## config.mk

```make
export PLATFORM = sky130hd
export DESIGN_NAME = pipe_hazard_ctrl
export DESIGN_NICKNAME = d
export VERILOG_FILES = /design/src/rtl/pipe_hazard_ctrl.sv
export SDC_FILE = /design/constraint.sdc
export NUM_CORES = 1
export LEC_CHECK = 0
export ABC_CLOCK_PERIOD_IN_PS = 5400
export BUFFER_PORTS_ARGS = -buffer_cell sky130_fd_sc_hd__buf_2
export CAP_MARGIN = 20
export CORE_ASPECT_RATIO = 1.1
export CORE_UTILIZATION = 54
export DETAILED_ROUTE_END_ITERATION = 10
export PLACE_DENSITY_LB_ADDON = 0.2
export SLEW_MARGIN = 10
export SYNTH_ARGS = -nofsm -noshare
export SYNTH_HDL_FRONTEND = slang
export SYNTH_SLANG_ARGS = --single-unit
```

## constraint.sdc

```tcl
create_clock -name clk -period 5.4 [get_ports clk]
set_input_delay 1.08 -clock clk [delete_from_list [all_inputs] [get_ports clk]]
set_output_delay 1.08 -clock clk [all_outputs]
set_load 0.03 [all_outputs]
```

## src/rtl/pipe_hazard_ctrl.sv

```systemverilog
// pipe_hazard_ctrl
//   Hazard and forwarding controller for an in-order RV32I pipeline
//   (IF, ID, EX, MEM .. WB). It tracks its own scoreboard of the
//   instructions in EX and the FWD_STAGES result-holding stages after it.
//   From that scoreboard it derives the load-use stall, the
//   branch-redirect flush and a forwarding select for every EX source
//   operand.
//
// Ports
//   clk          rising-edge clock
//   reset        asynchronous, active-low reset
//   id_valid     ID holds a real instruction
//   id_rs        ID source register numbers, source j at [j*AW +: AW]
//   id_rs_en     per-source read enable
//   id_rd        ID destination register
//   id_regwrite  ID instruction writes rd
//   id_memread   ID instruction is a load
//   ex_redirect  EX resolved a taken branch/jump this cycle
//   cnt_clr      synchronous clear of both performance counters
//   stall        hold PC and IF/ID, insert a bubble into EX
//   flush        clear IF/ID, kill the ID instruction
//   ex_valid     EX holds a real instruction
//   ex_fwd_sel   per EX source: 0 = regfile, s = forward from stage s
//   stall_cnt    saturating count of stall cycles
//   flush_cnt    saturating count of flush cycles
module pipe_hazard_ctrl #(
    parameter int AW         = 5,
    parameter int NSRC       = 2,
    parameter int FWD_STAGES = 2,
    parameter int LOAD_LAT   = 1,
    parameter int CNT_W      = 16,
    localparam int SELW      = $clog2(FWD_STAGES + 1)
) (
    input  logic                 clk,
    input  logic                 reset,
    input  logic                 id_valid,
    input  logic [NSRC*AW-1:0]   id_rs,
    input  logic [NSRC-1:0]      id_rs_en,
    input  logic [AW-1:0]        id_rd,
    input  logic                 id_regwrite,
    input  logic                 id_memread,
    input  logic                 ex_redirect,
    input  logic                 cnt_clr,
    output logic                 stall,
    output logic                 flush,
    output logic                 ex_valid,
    output logic [NSRC*SELW-1:0] ex_fwd_sel,
    output logic [CNT_W-1:0]     stall_cnt,
    output logic [CNT_W-1:0]     flush_cnt
);

    function automatic logic [CNT_W-1:0] sat_inc(input logic [CNT_W-1:0] v);
        return (&v) ? v : v + CNT_W'(1);
    endfunction

    // Scoreboard: index 0 is EX, index s is s stages after EX.
    logic [FWD_STAGES:0] sb_valid;
    logic [FWD_STAGES:0] sb_regwrite;
    logic [FWD_STAGES:0] sb_memread;
    logic [AW-1:0]       sb_rd [0:FWD_STAGES];
    // Source operands are only needed while the instruction sits in EX.
    logic [NSRC*AW-1:0]  ex_rs;
    logic [NSRC-1:0]     ex_rs_en;

    logic [FWD_STAGES:0] prod;
    logic                load_hazard;

    always_comb begin
        prod = '0;
        for (int s = 0; s <= FWD_STAGES; s++) begin
            prod[s] = sb_valid[s] & sb_regwrite[s] & (sb_rd[s] != '0);
        end
    end

    // A load younger than LOAD_LAT stages cannot supply its data in time
    // for an instruction that would enter EX on the next edge.
    always_comb begin
        load_hazard = 1'b0;
        for (int s = 0; s < LOAD_LAT; s++) begin
            for (int j = 0; j < NSRC; j++) begin
                if (prod[s] && sb_memread[s] && id_rs_en[j] &&
                    (id_rs[j*AW +: AW] == sb_rd[s])) begin
                    load_hazard = 1'b1;
                end
            end
        end
    end

    assign flush    = ex_redirect & sb_valid[0];
    assign stall    = ~flush & id_valid & load_hazard;
    assign ex_valid = sb_valid[0];

    // Walk from the oldest stage towards EX so the nearest match wins.
    always_comb begin
        ex_fwd_sel = '0;
        for (int j = 0; j < NSRC; j++) begin
            for (int s = FWD_STAGES; s >= 1; s--) begin
                if (sb_valid[0] && ex_rs_en[j] && prod[s] &&
                    (sb_rd[s] == ex_rs[j*AW +: AW]) &&
                    !(sb_memread[s] && (s <= LOAD_LAT))) begin
                    ex_fwd_sel[j*SELW +: SELW] = SELW'(s);
                end
            end
        end
    end

    // ---- stage boundary: ID -> EX -> MEM .. WB (control) ----
    always_ff @(posedge clk or negedge reset) begin
        if (!reset) begin
            sb_valid <= '0;
        end else begin
            sb_valid <= {sb_valid[FWD_STAGES-1:0], id_valid & ~(stall | flush)};
        end
    end

    // ---- stage boundary: ID -> EX -> MEM .. WB (data, qualified by valid) ----
    always_ff @(posedge clk) begin
        sb_regwrite <= {sb_regwrite[FWD_STAGES-1:0], id_regwrite};
        sb_memread  <= {sb_memread[FWD_STAGES-1:0], id_memread};
        sb_rd[0]    <= id_rd;
        for (int s = 1; s <= FWD_STAGES; s++) begin
            sb_rd[s] <= sb_rd[s-1];
        end
        ex_rs    <= id_rs;
        ex_rs_en <= id_rs_en;
    end

    always_ff @(posedge clk or negedge reset) begin
        if (!reset) begin
            stall_cnt <= '0;
            flush_cnt <= '0;
        end else if (cnt_clr) begin
            stall_cnt <= '0;
            flush_cnt <= '0;
        end else begin
            if (stall) stall_cnt <= sat_inc(stall_cnt);
            if (flush) flush_cnt <= sat_inc(flush_cnt);
        end
    end

endmodule

```

==> metrics, run 1 <==
final clock skew ~5.5 ps; netlist area before placement 3010 um^2; CTS root buffer sky130_fd_sc_hd__clkbuf_8; die width 73.1 um; fin nets roughly 380; Clock Latency Late Sink 330 ps; count of cell types in the netlist 47; kind of end point of the critical path output pin; number of buffers inserted for hold repair after clock tree synthesis 0; largest net degree at the start of global routing 36; Die Y-Extent 80.2 um; placement-stage worst setup slack 2090 ps; ratio of cells with drive above 1 in the final layout 0.240; Crit Reg-Reg Startpoint stall_cnt[0]; final wirelength 6640 um; overflow left after global routing 0; worst path setup slack after routing 2100 ps; count of endpoints failing hold in the final timing report 0; worst slew margin relative to its limit 0.468; total clock buffers created by CTS 9; unrepaired setup endpoints after global routing no; detailed-placement wirelength estimate about 4700 um; DR WL/cell 15.2 um; Leak Pwr 1.47 nW; number of synthesized flops with an enable pin 0; gpl congestion 0.801; most numerous cell on the critical path sky130_fd_sc_hd__buf_2; setup total negative slack 0 ps; path type of the worst min-delay path flip-flop to flip-flop; cells resized by post-CTS repair 0; Max Buffers Root-to-Sink 2; cell at the slowest stage of the critical path sky130_fd_sc_hd__o22ai_1; number of H-tree levels 3; register-to-register setup slack 3160 ps; worst setup path start id_rs[0]; crit-path cells buf_2 > xnor2_1 > nand4_1 > o22ai_1 > and2_1 > buf_2; area grow syn2layout 17.6%; Post-Synthesis Cells 293; final std cells w/o fill ~440; critical path launch point type input pin; via density per instance 5.61; clock transition time at the flip-flop clock pins of the worst setup and hold paths 70 ps; FFs w/ async S/R, synth 0.522; count of clock tree sinks 67; top_reg_cell synth sky130_fd_sc_hd__dfrtp_1; destination of the worst register-to-register timing path stall_cnt[5]; Crit Path Max Fanout 4; number of global-route vias before repair roughly 2300; number of pins with negative max-slew slack in the final report 0; slew of the pin with the lowest slew margin roughly 800 ps; Global Route Usage Sum 0.241; result of the run finished clean; maximum operating frequency 0.303 GHz; IO Port Bufs 62; number of max-cap violations 0; synth warn 0; hold wc startpoint sb_regwrite[1]; number of buffers added for setup after CTS 0; total placed cells including tap cells around 420; I/O pin total 63; Final min period 3300 ps; Hold WS between 300 and 400 ps; Syn Nets about 320; remaining routing DRC violations 0; Seq/Total Area, Yosys 0.505; Initial Utilization 0.561; largest stage delay on the critical path 310 ps; CTS tree yes; number of cell rows 28; synthesized area divided by synthesized cell count 10.3 um^2; number of instances on the worst hold path 0; Via Count approximately 2500; total setup violations reported at the end of the flow 0; CORE AREA roughly 5400 um^2; worst reg2reg path depth 6; Tcrit/Tclk final 0.611; Worst Hold Endpoint sb_regwrite[2]; number of antenna violations at the first check in global routing 0; register bit count reported by yosys 67; most common library cell in the layout ignoring fill and taps sky130_fd_sc_hd__buf_2; global-route wire length before repair 10700 um; type of the worst setup path input pin to output pin; n_diodes 0; VDD IR max 183 uV; detailed router's first-iteration violation count 133; most frequent cells in the layout sky130_fd_sc_hd__buf_2 (62), sky130_fd_sc_hd__dfrtp_1 (35), sky130_fd_sc_hd__dfxtp_1 (32); total die area 5870 um^2; Power Density around 270 nW/um^2; crit path DAT 2220 ps; Crit path required time 4320 ps; remaining antenna violation count after routing 0; count of TritonRoute iterations in the first routing pass 4
## worst max path at each step
stage | to | slack, ps | cells after the start
finish | stall | 2100 | 6
global route | stall | 2010 | 6
CTS | stall | 2100 | 6
detailed placement | stall | 2090 | 6
global placement | stall | 2110 | 6
floorplan | ex_fwd_sel[1] | 2350 | 4
## power breakdown
group	internal [W]	leakage, nW	switching, W
combinational	0.0000255	0.622	0.0000334
clock	0.000193	0.0975	0.000190
sequential	0.000513	0.753	0.0000158
## routing by layer
layer | vias up | part of all wire | GRT usage
met5 | - | 0 | 0
met1 | 1176 | 0.44 | 0.316
met4 | 0 | 0.011 | 0.0765
li1 | 1208 | - | -
met2 | 60 | 0.51 | 0.388
met3 | 8 | 0.046 | 0.0602
## cell usage after synthesis (all sizes together), types with 7 or more instances
cell type | number | area share
dfrtp | 35 | 0.29
dfxtp | 32 | 0.21
xnor2 | 27 | 0.079
nor2 | 24 | 0.030
nand2 | 20 | 0.027
nand4 | 18 | 0.037
a21oi | 15 | 0.025
or4 | 15 | 0.040
nor3 | 14 | 0.025
xor2 | 12 | 0.035
o31ai | 10 | 0.025
nor4 | 8 | 0.019
nand3 | 7 | 0.013
o21ai | 7 | 0.012
## critical path: cells and delay by family
kind                   cells  cell delay (ps)
AO/OA/AOI/OAI              1              310
XOR/XNOR                   1              180
AND/OR/NAND/NOR            2              350
buffers and inverters      2              310
## registers in the layout, summed over array words and instances (netlist names)
| signal | flops |
|---|---|
| sb_valid | 3 |
| sb_memread | 2 |
| sb_regwrite | 3 |
| flush_cnt | 16 |
| sb_rd | 15 |
| ex_rs | 10 |
| ex_rs_en | 2 |
| stall_cnt | 16 |
## per-stage QoR
stage | power (W) | util | cell area [um^2]
after floorplan | 0.000573 | - | 3010
after global placement | 0.000597 | 0.625 | 3350
after detailed placement | 0.000600 | 0.625 | 3350
after CTS | 0.000980 | 0.659 | 3530
after global routing | 0.00101 | 0.659 | 3530
final | 0.000971 | 0.659 | 3530
## logic make-up after synthesis
kind of cell / synth area share
DFF: 0.505
adders and majority gates: 0.00833
muxes: 0.0187
and+or+nand+nor: 0.234
buffers and inverters: 0.0266
AOI/OAI and AO/OA: 0.0945
xor gates and xnor gates: 0.114
## area by class of cell
type,instances,area (um^2)
Fill cell,446,1830
Timing Repair Buffer,62,310
Inverter,5,18.8
Clock inverter,6,37.5
Clock buffer,10,149
Tap cell,75,93.8
Multi-Input combinational cell,212,1410
Sequential cell,67,1520
Power figures use the tool's default switching activity.
==> run 2: changes to the inputs <==
ABC_CLOCK_PERIOD_IN_PS = 3060   (was 5400)
clock period = 3.06 ns   (was 5.4 ns; I/O delays follow)
==> metrics, run 2 (synthesis results as in run 1) <==
result of the run finished clean; path type of the worst min-delay path input pin to asynchronous set/reset pin; grt met3 use 0.0590 (-0.00125); most numerous cell on the critical path sky130_fd_sc_hd__nor3_1; sequential share of power 0.556 (+0.011); number of global-route vias before repair 2275 (+0.22%); number of H-tree levels 3 (unchanged); register-to-register setup slack 820 ps (-2340 ps); Power Density 477 nW/um^2 (+74%); IO Port Bufs 62 (unchanged); unrepaired setup endpoints after global routing no; number of filler cells placed in the layout 479 (+7.4%); n_diodes 0 (unchanged); gpl congestion 0.785 (-2.0%); clock transition time at the flip-flop clock pins of the worst setup and hold paths 70 ps (about the same); most common library cell in the layout ignoring fill and taps sky130_fd_sc_hd__buf_2; remaining routing DRC violations 0 (unchanged); clock power share 0.382 (-0.012); total die area 5870 um^2 (unchanged); Leak Pwr 1.47 nW (-0.46%); VDD IR max 265 uV (+45%); destination of the worst register-to-register timing path stall_cnt[5]; placement-stage worst setup slack 650 ps (-1440 ps); DR WL/cell 14.9 um (-1.6%); worst path setup slack after routing 473 ps (-1630 ps); via density per instance 5.58 (-0.61%); count of clock tree sinks 67 (unchanged); GR met2 Demand/Resource 0.388 (unchanged); Crit path required time 2450 ps (-1870 ps); maximum operating frequency between 0.3 and 0.4 GHz; count of TritonRoute iterations in the first routing pass 4 (unchanged); share of total power in combinational logic 0.062 (about the same); largest stage delay on the critical path 540 ps (+230 ps); final wirelength 6530 um (-1.6%); global-route wire length before repair 10600 um (-0.26%); cells resized by post-CTS repair 0 (unchanged); Global Route Usage Sum 0.242 (+0.000584); total clock buffers created by CTS 9 (unchanged); CTS tree yes; number of cell rows 28 (unchanged); Die Y-Extent 80.2 um (unchanged); Initial Utilization 0.561 (unchanged); Via Count 2437 (-0.61%); cell at the slowest stage of the critical path sky130_fd_sc_hd__or4_1; worst slew margin relative to its limit 0.463 (-0.00477); remaining antenna violation count after routing 0 (unchanged); switching part of the total 0.245 (-0.00154); number of max-cap violations 0 (unchanged); internal power 0.00127 W (+73%); worst reg2reg path depth 6 (unchanged); final core utilization 0.656 (-0.00303); total power 0.00168 W (+73%); overflow left after global routing 0 (unchanged); kind of end point of the critical path output pin; total buffers and inverters traversed by the critical path 1 (-1); setup total negative slack 0 ps (unchanged); number of buffers added for setup after CTS 0 (unchanged); type of the worst setup path flip-flop to output pin; CORE AREA 5360 um^2 (unchanged); detailed-placement wirelength estimate 4610 um (-2.7%); Tcrit/Tclk final 0.846; slew of the pin with the lowest slew margin 806 ps (+7.15 ps); Max Buffers Root-to-Sink 2 (unchanged); Hold WS 357 ps (-0.0860 ps); fin nets 383 (unchanged); global-route track usage on met1 0.317 (+0.000688); CTS root buffer sky130_fd_sc_hd__clkbuf_8; worst setup path endpoint ex_fwd_sel[3]; I/O pin total 63 (unchanged); ratio of cells with drive above 1 in the final layout 0.235 (-0.00552); final clock skew 6.82 ps (+1.35 ps); number of pins with negative max-slew slack in the final report 0 (unchanged); Switching Power 0.000411 W (+72%); count of endpoints failing hold in the final timing report 0 (unchanged); most frequent cells in the layout sky130_fd_sc_hd__buf_2 (62), sky130_fd_sc_hd__dfrtp_1 (35), sky130_fd_sc_hd__dfxtp_1 (32); number of buffers inserted for hold repair after clock tree synthesis 0 (unchanged); critical path launch point type flip-flop; largest net degree at the start of global routing 36 (unchanged); Crit Path Max Fanout 4 (unchanged); GRT Max-Usage Layer met2; detailed router's first-iteration violation count 93 (-30%); crit path DAT 1980 ps (-240 ps); area grow syn2layout 17.1%; worst setup path start sb_rd[0][6]; number of antenna violations at the first check in global routing 0 (unchanged); Final min period approximately 2600 ps; total setup violations reported at the end of the flow 0 (unchanged); Clock Latency Late Sink 330 ps (about the same); top flop regs flush_cnt (16), stall_cnt (16), sb_rd (15); Worst path top cell family by delay simple AND/OR/NAND/NOR gates; Critical Path Stages 5 (-1); crit-path cells or4_1 > o21ai_0 > nor3_1 > nor3_1 > buf_2; Crit Reg-Reg Startpoint stall_cnt[0]; die width 73.1 um (unchanged)
run 2: changes by cell type in the layout (fill, tap and decap cells not counted), sizes merged:
cell,delta
clkbuf,+2
clkinv,-1
clkinvlp,-1
run 2: per-layer routing:
metal | up-vias | routed length (um)
met3 | 9 | 269
met5 | - | 0
met2 | 50 | 3170
met1 | 1173 | 2990
met4 | 0 | 98
li1 | 1205 | -
run 2: area by class of cell:
cell class	count	area (um^2)	area share
sequential	67	1520	0.431
multi-input combinational	212	1410	0.400
timing repair buffer	62	310	0.0882
clock buffer	12	145	0.0413
tap	75	93.8	0.0267
clock inverter	4	25.0	0.00711
inverter	5	18.8	0.00533
run 2: worst min path at each step:
| stage | startpoint | to |
|---|---|---|
| detailed placement | sb_regwrite[1] | sb_regwrite[2] |
| floorplan | reset | flush_cnt[0] |
| CTS | id_rd[4] | sb_rd[0][4] |
| finish | reset | flush_cnt[5] |
| global placement | sb_regwrite[1] | sb_regwrite[2] |
| global route | id_rd[4] | sb_rd[0][4] |
run 2: through the flow:
| stage | instance area [um^2] | instances |
|---|---|---|
| floorplan | 3010 | 293 |
| global placement | 3350 | 421 |
| detailed placement | 3350 | 421 |
| CTS | 3520 | 437 |
| global route | 3520 | 437 |
| finish | 3520 | 437 |
run 2: power by group through the flow:
| stage | Clock [W] | Sequential, W | Combinational, W |
|---|---|---|---|
| after detailed placement | 0 | 0.000952 | 0.000105 |
| after CTS | 0.000663 | 0.000933 | 0.000105 |
| after floorplan | 0 | 0.000950 | 0.0000612 |
| after global routing | 0.000704 | 0.000936 | 0.000116 |
| final | 0.000641 | 0.000933 | 0.000104 |
| after global placement | 0 | 0.000951 | 0.000103 |
==> run 3: changes to the inputs <==
ABC_AREA = 1   (was not set)
ABC_CLOCK_PERIOD_IN_PS = 2200   (was 3060)
CORE_UTILIZATION = 50   (was 54)
clock period = 2.2 ns   (was 3.06 ns; I/O delays follow)
==> metrics, run 3 <==
result of the run finished clean; number of H-tree levels 3 (unchanged); remaining antenna violation count after routing 0 (unchanged); n_diodes 0 (unchanged); most instantiated cells after synthesis sky130_fd_sc_hd__nand2_1 (131), sky130_fd_sc_hd__nand3_1 (66), sky130_fd_sc_hd__nor2_1 (56); synthesized area divided by synthesized cell count 7.41 um^2 (-28%); Post-Synthesis Cells 476 (+62%); critical path launch point type flip-flop; Die Y-Extent 90.1 um (+12%); DR WL/cell 13.1 um (-13%); register-to-register setup slack 190 ps (-630 ps); Crit Reg-Reg Startpoint stall_cnt[0]; number of pins with negative max-slew slack in the final report 0 (unchanged); unrepaired setup endpoints after global routing yes; Yosys top cell area share 0.248 (-0.0432); worst reg2reg path depth 8 (+2); via density per instance 5.24 (-6.1%); FFs w/ async S/R, synth 0.522 (unchanged); Crit path required time 1760 ps (-690 ps); IO Port Bufs 62 (unchanged); cells resized by post-CTS repair 0 (unchanged); Seq/Total Area, Yosys 0.430 (-0.0748); Syn Nets 502 (+57%); number of buffers inserted for hold repair after clock tree synthesis 0 (unchanged); overflow left after global routing 0 (unchanged); destination of the worst register-to-register timing path stall_cnt[15]; largest net degree at the start of global routing 36 (unchanged); worst slew margin relative to its limit 0.458 (-0.00461); kind of end point of the critical path output pin; netlist area before placement 3530 um^2 (+17%); final wirelength 8210 um (+26%); die width 82.1 um (+12%); crit-path cells nand2_1 > a211oi_2 > nand3_1 > nor2_1 > nor2_1 > clkbuf_4; global-route wire length before repair 13900 um (+31%); slew of the pin with the lowest slew margin 812 ps (+6.91 ps); count of endpoints failing hold in the final timing report 0 (unchanged); top flop regs flush_cnt (16), stall_cnt (16), sb_rd (15); register bit count reported by yosys 67 (unchanged); count of cell types in the netlist 40 (-15%); CTS root buffer sky130_fd_sc_hd__clkbuf_8; clock transition time at the flip-flop clock pins of the worst setup and hold paths 90 ps (+20 ps); setup total negative slack 0 ps (unchanged); Tcrit/Tclk final 0.938; number of cell rows 31 (+11%); synth warn 0 (unchanged); cell at the slowest stage of the critical path sky130_fd_sc_hd__dfrtp_2; CTS tree yes; most common library cell in the layout ignoring fill and taps sky130_fd_sc_hd__nand2_1; Power Density 632 nW/um^2 (+33%); count of TritonRoute iterations in the first routing pass 5 (+1); crit path DAT 1620 ps (-360 ps); top_reg_cell synth sky130_fd_sc_hd__dfrtp_1; most area-hungry cell type in the Yosys netlist sky130_fd_sc_hd__dfrtp_1; most numerous cell on the critical path sky130_fd_sc_hd__nor2_1; type of the worst setup path flip-flop to output pin; leading cell type by number of instances after synthesis sky130_fd_sc_hd__nand2_1; I/O pin total 63 (unchanged); gpl congestion 0.917 (+17%); Global Route Usage Sum 0.245 (+0.00321); maximum operating frequency slightly below 0.5 GHz; most frequent cells in the layout sky130_fd_sc_hd__nand2_1 (131), sky130_fd_sc_hd__nand3_1 (66), sky130_fd_sc_hd__buf_2 (60); number of synthesized flops with an enable pin 0 (unchanged); Final min period 2060 ps; Leak Pwr 2.10 nW (+43%); final clock skew 11.8 ps (+4.98 ps); fin nets 567 (+48%); Crit Path Max Fanout 6 (+2); Initial Utilization 0.526 (-0.0349); VDD IR max 494 uV (+86%); total clock buffers created by CTS 9 (unchanged); total setup violations reported at the end of the flow 0 (unchanged); path type of the worst min-delay path input pin to asynchronous set/reset pin; number of filler cells placed in the layout 628 (+31%); number of antenna violations at the first check in global routing 0 (unchanged); worst setup path start sb_valid[0]; cell types occupying the most area after synthesis sky130_fd_sc_hd__dfrtp_1 (25%), sky130_fd_sc_hd__dfxtp_1 (18%), sky130_fd_sc_hd__nand2_1 (14%); count of clock tree sinks 67 (unchanged); number of max-cap violations 0 (unchanged); largest stage delay on the critical path 440 ps (-100 ps); detailed-placement wirelength estimate 5910 um (+28%); total placed cells including tap cells 612 (+45%); total die area 7400 um^2 (+26%); final std cells w/o fill 628 (+44%); number of global-route vias before repair 3078 (+35%); Via Count 3289 (+35%); remaining routing DRC violations 0 (unchanged); Max Buffers Root-to-Sink 2 (unchanged); Clock Latency Late Sink 340 ps (about the same); area grow syn2layout 16.8%; CORE AREA 6710 um^2 (+25%); ratio of cells with drive above 1 in the final layout 0.222 (-0.0132); number of buffers added for setup after CTS 0 (unchanged); detailed router's first-iteration violation count 163 (+75%)
[run 3: changes by cell type after synthesis, sizes merged, moves of 12 or more]
cell	previous run	this run
nand2	20	137
nand3	7	67
inv	5	53
nor2	24	61
xnor2	27	6
or4	15	0
a21oi	15	3
[run 3: worst max-delay path by stage]
stage	to	slack (ps)
final	ex_fwd_sel[3]	140
after floorplan	ex_fwd_sel[3]	60
after detailed placement	stall_cnt[5]	230
after global routing	stall_cnt[0]	3
after global placement	stall_cnt[2]	300
after CTS	ex_fwd_sel[3]	20
[run 3: stage by stage]
stage	utilization	hold WS [ps]	instance area (um^2)	setup WS [ps]	power, W
final	0.614	178	4120	137	0.00261
after global routing	0.614	169	4120	2.51	0.00272
after CTS	0.609	181	4090	16.5	0.00263
after detailed placement	0.579	338	3880	230	0.00155
after global placement	0.579	336	3880	301	0.00155
after floorplan	-	144	3530	60.8	0.00147
[run 3: kinds of logic after synthesis]
group	Yosys count	share of synthesized area
adder cells (fa/ha/maj)	2	0.00709
AO/OA/AOI/OAI	29	0.0567
AND/OR/NAND/NOR	295	0.380
flip-flops	67	0.430
buffers and inverters	65	0.0819
XOR/XNOR	18	0.0447
[run 3: power breakdown]
part	total [W]	switching, W	internal (W)	leakage (nW)
registers	0.00131	0.0000457	0.00127	0.750
clock network	0.00107	0.000530	0.000544	0.103
logic	0.000220	0.000147	0.0000727	1.25
total	0.00261	0.000723	0.00188	2.10
[run 3: layer usage]
metal / track usage / part of all wire / up-vias / wire, um
li1: - / - / 1659 / -
met1: 0.332 / 0.47 / 1522 / 3850
met2: 0.375 / 0.47 / 101 / 3850
met3: 0.0548 / 0.050 / 7 / 413
met4: 0.0906 / 0.011 / 0 / 90
met5: 0 / 0 / - / 0
[run 3: area by class of cell]
class	count	area (um^2)	share of cell area
Clock buffer	9	124	0.0301
Sequential cell	67	1530	0.370
Tap cell	82	103	0.0249
Clock inverter	7	81.3	0.0197
Timing Repair Buffer	65	338	0.0820
Multi-Input combinational cell	344	1740	0.423
Inverter	54	208	0.0504
[run 3: critical path: cells and delay by family (launching register included)]
family          cells  cell delay, ps
flops               1             440
compound gates      1             260
buf+inv             1             170
simple gates        4             390
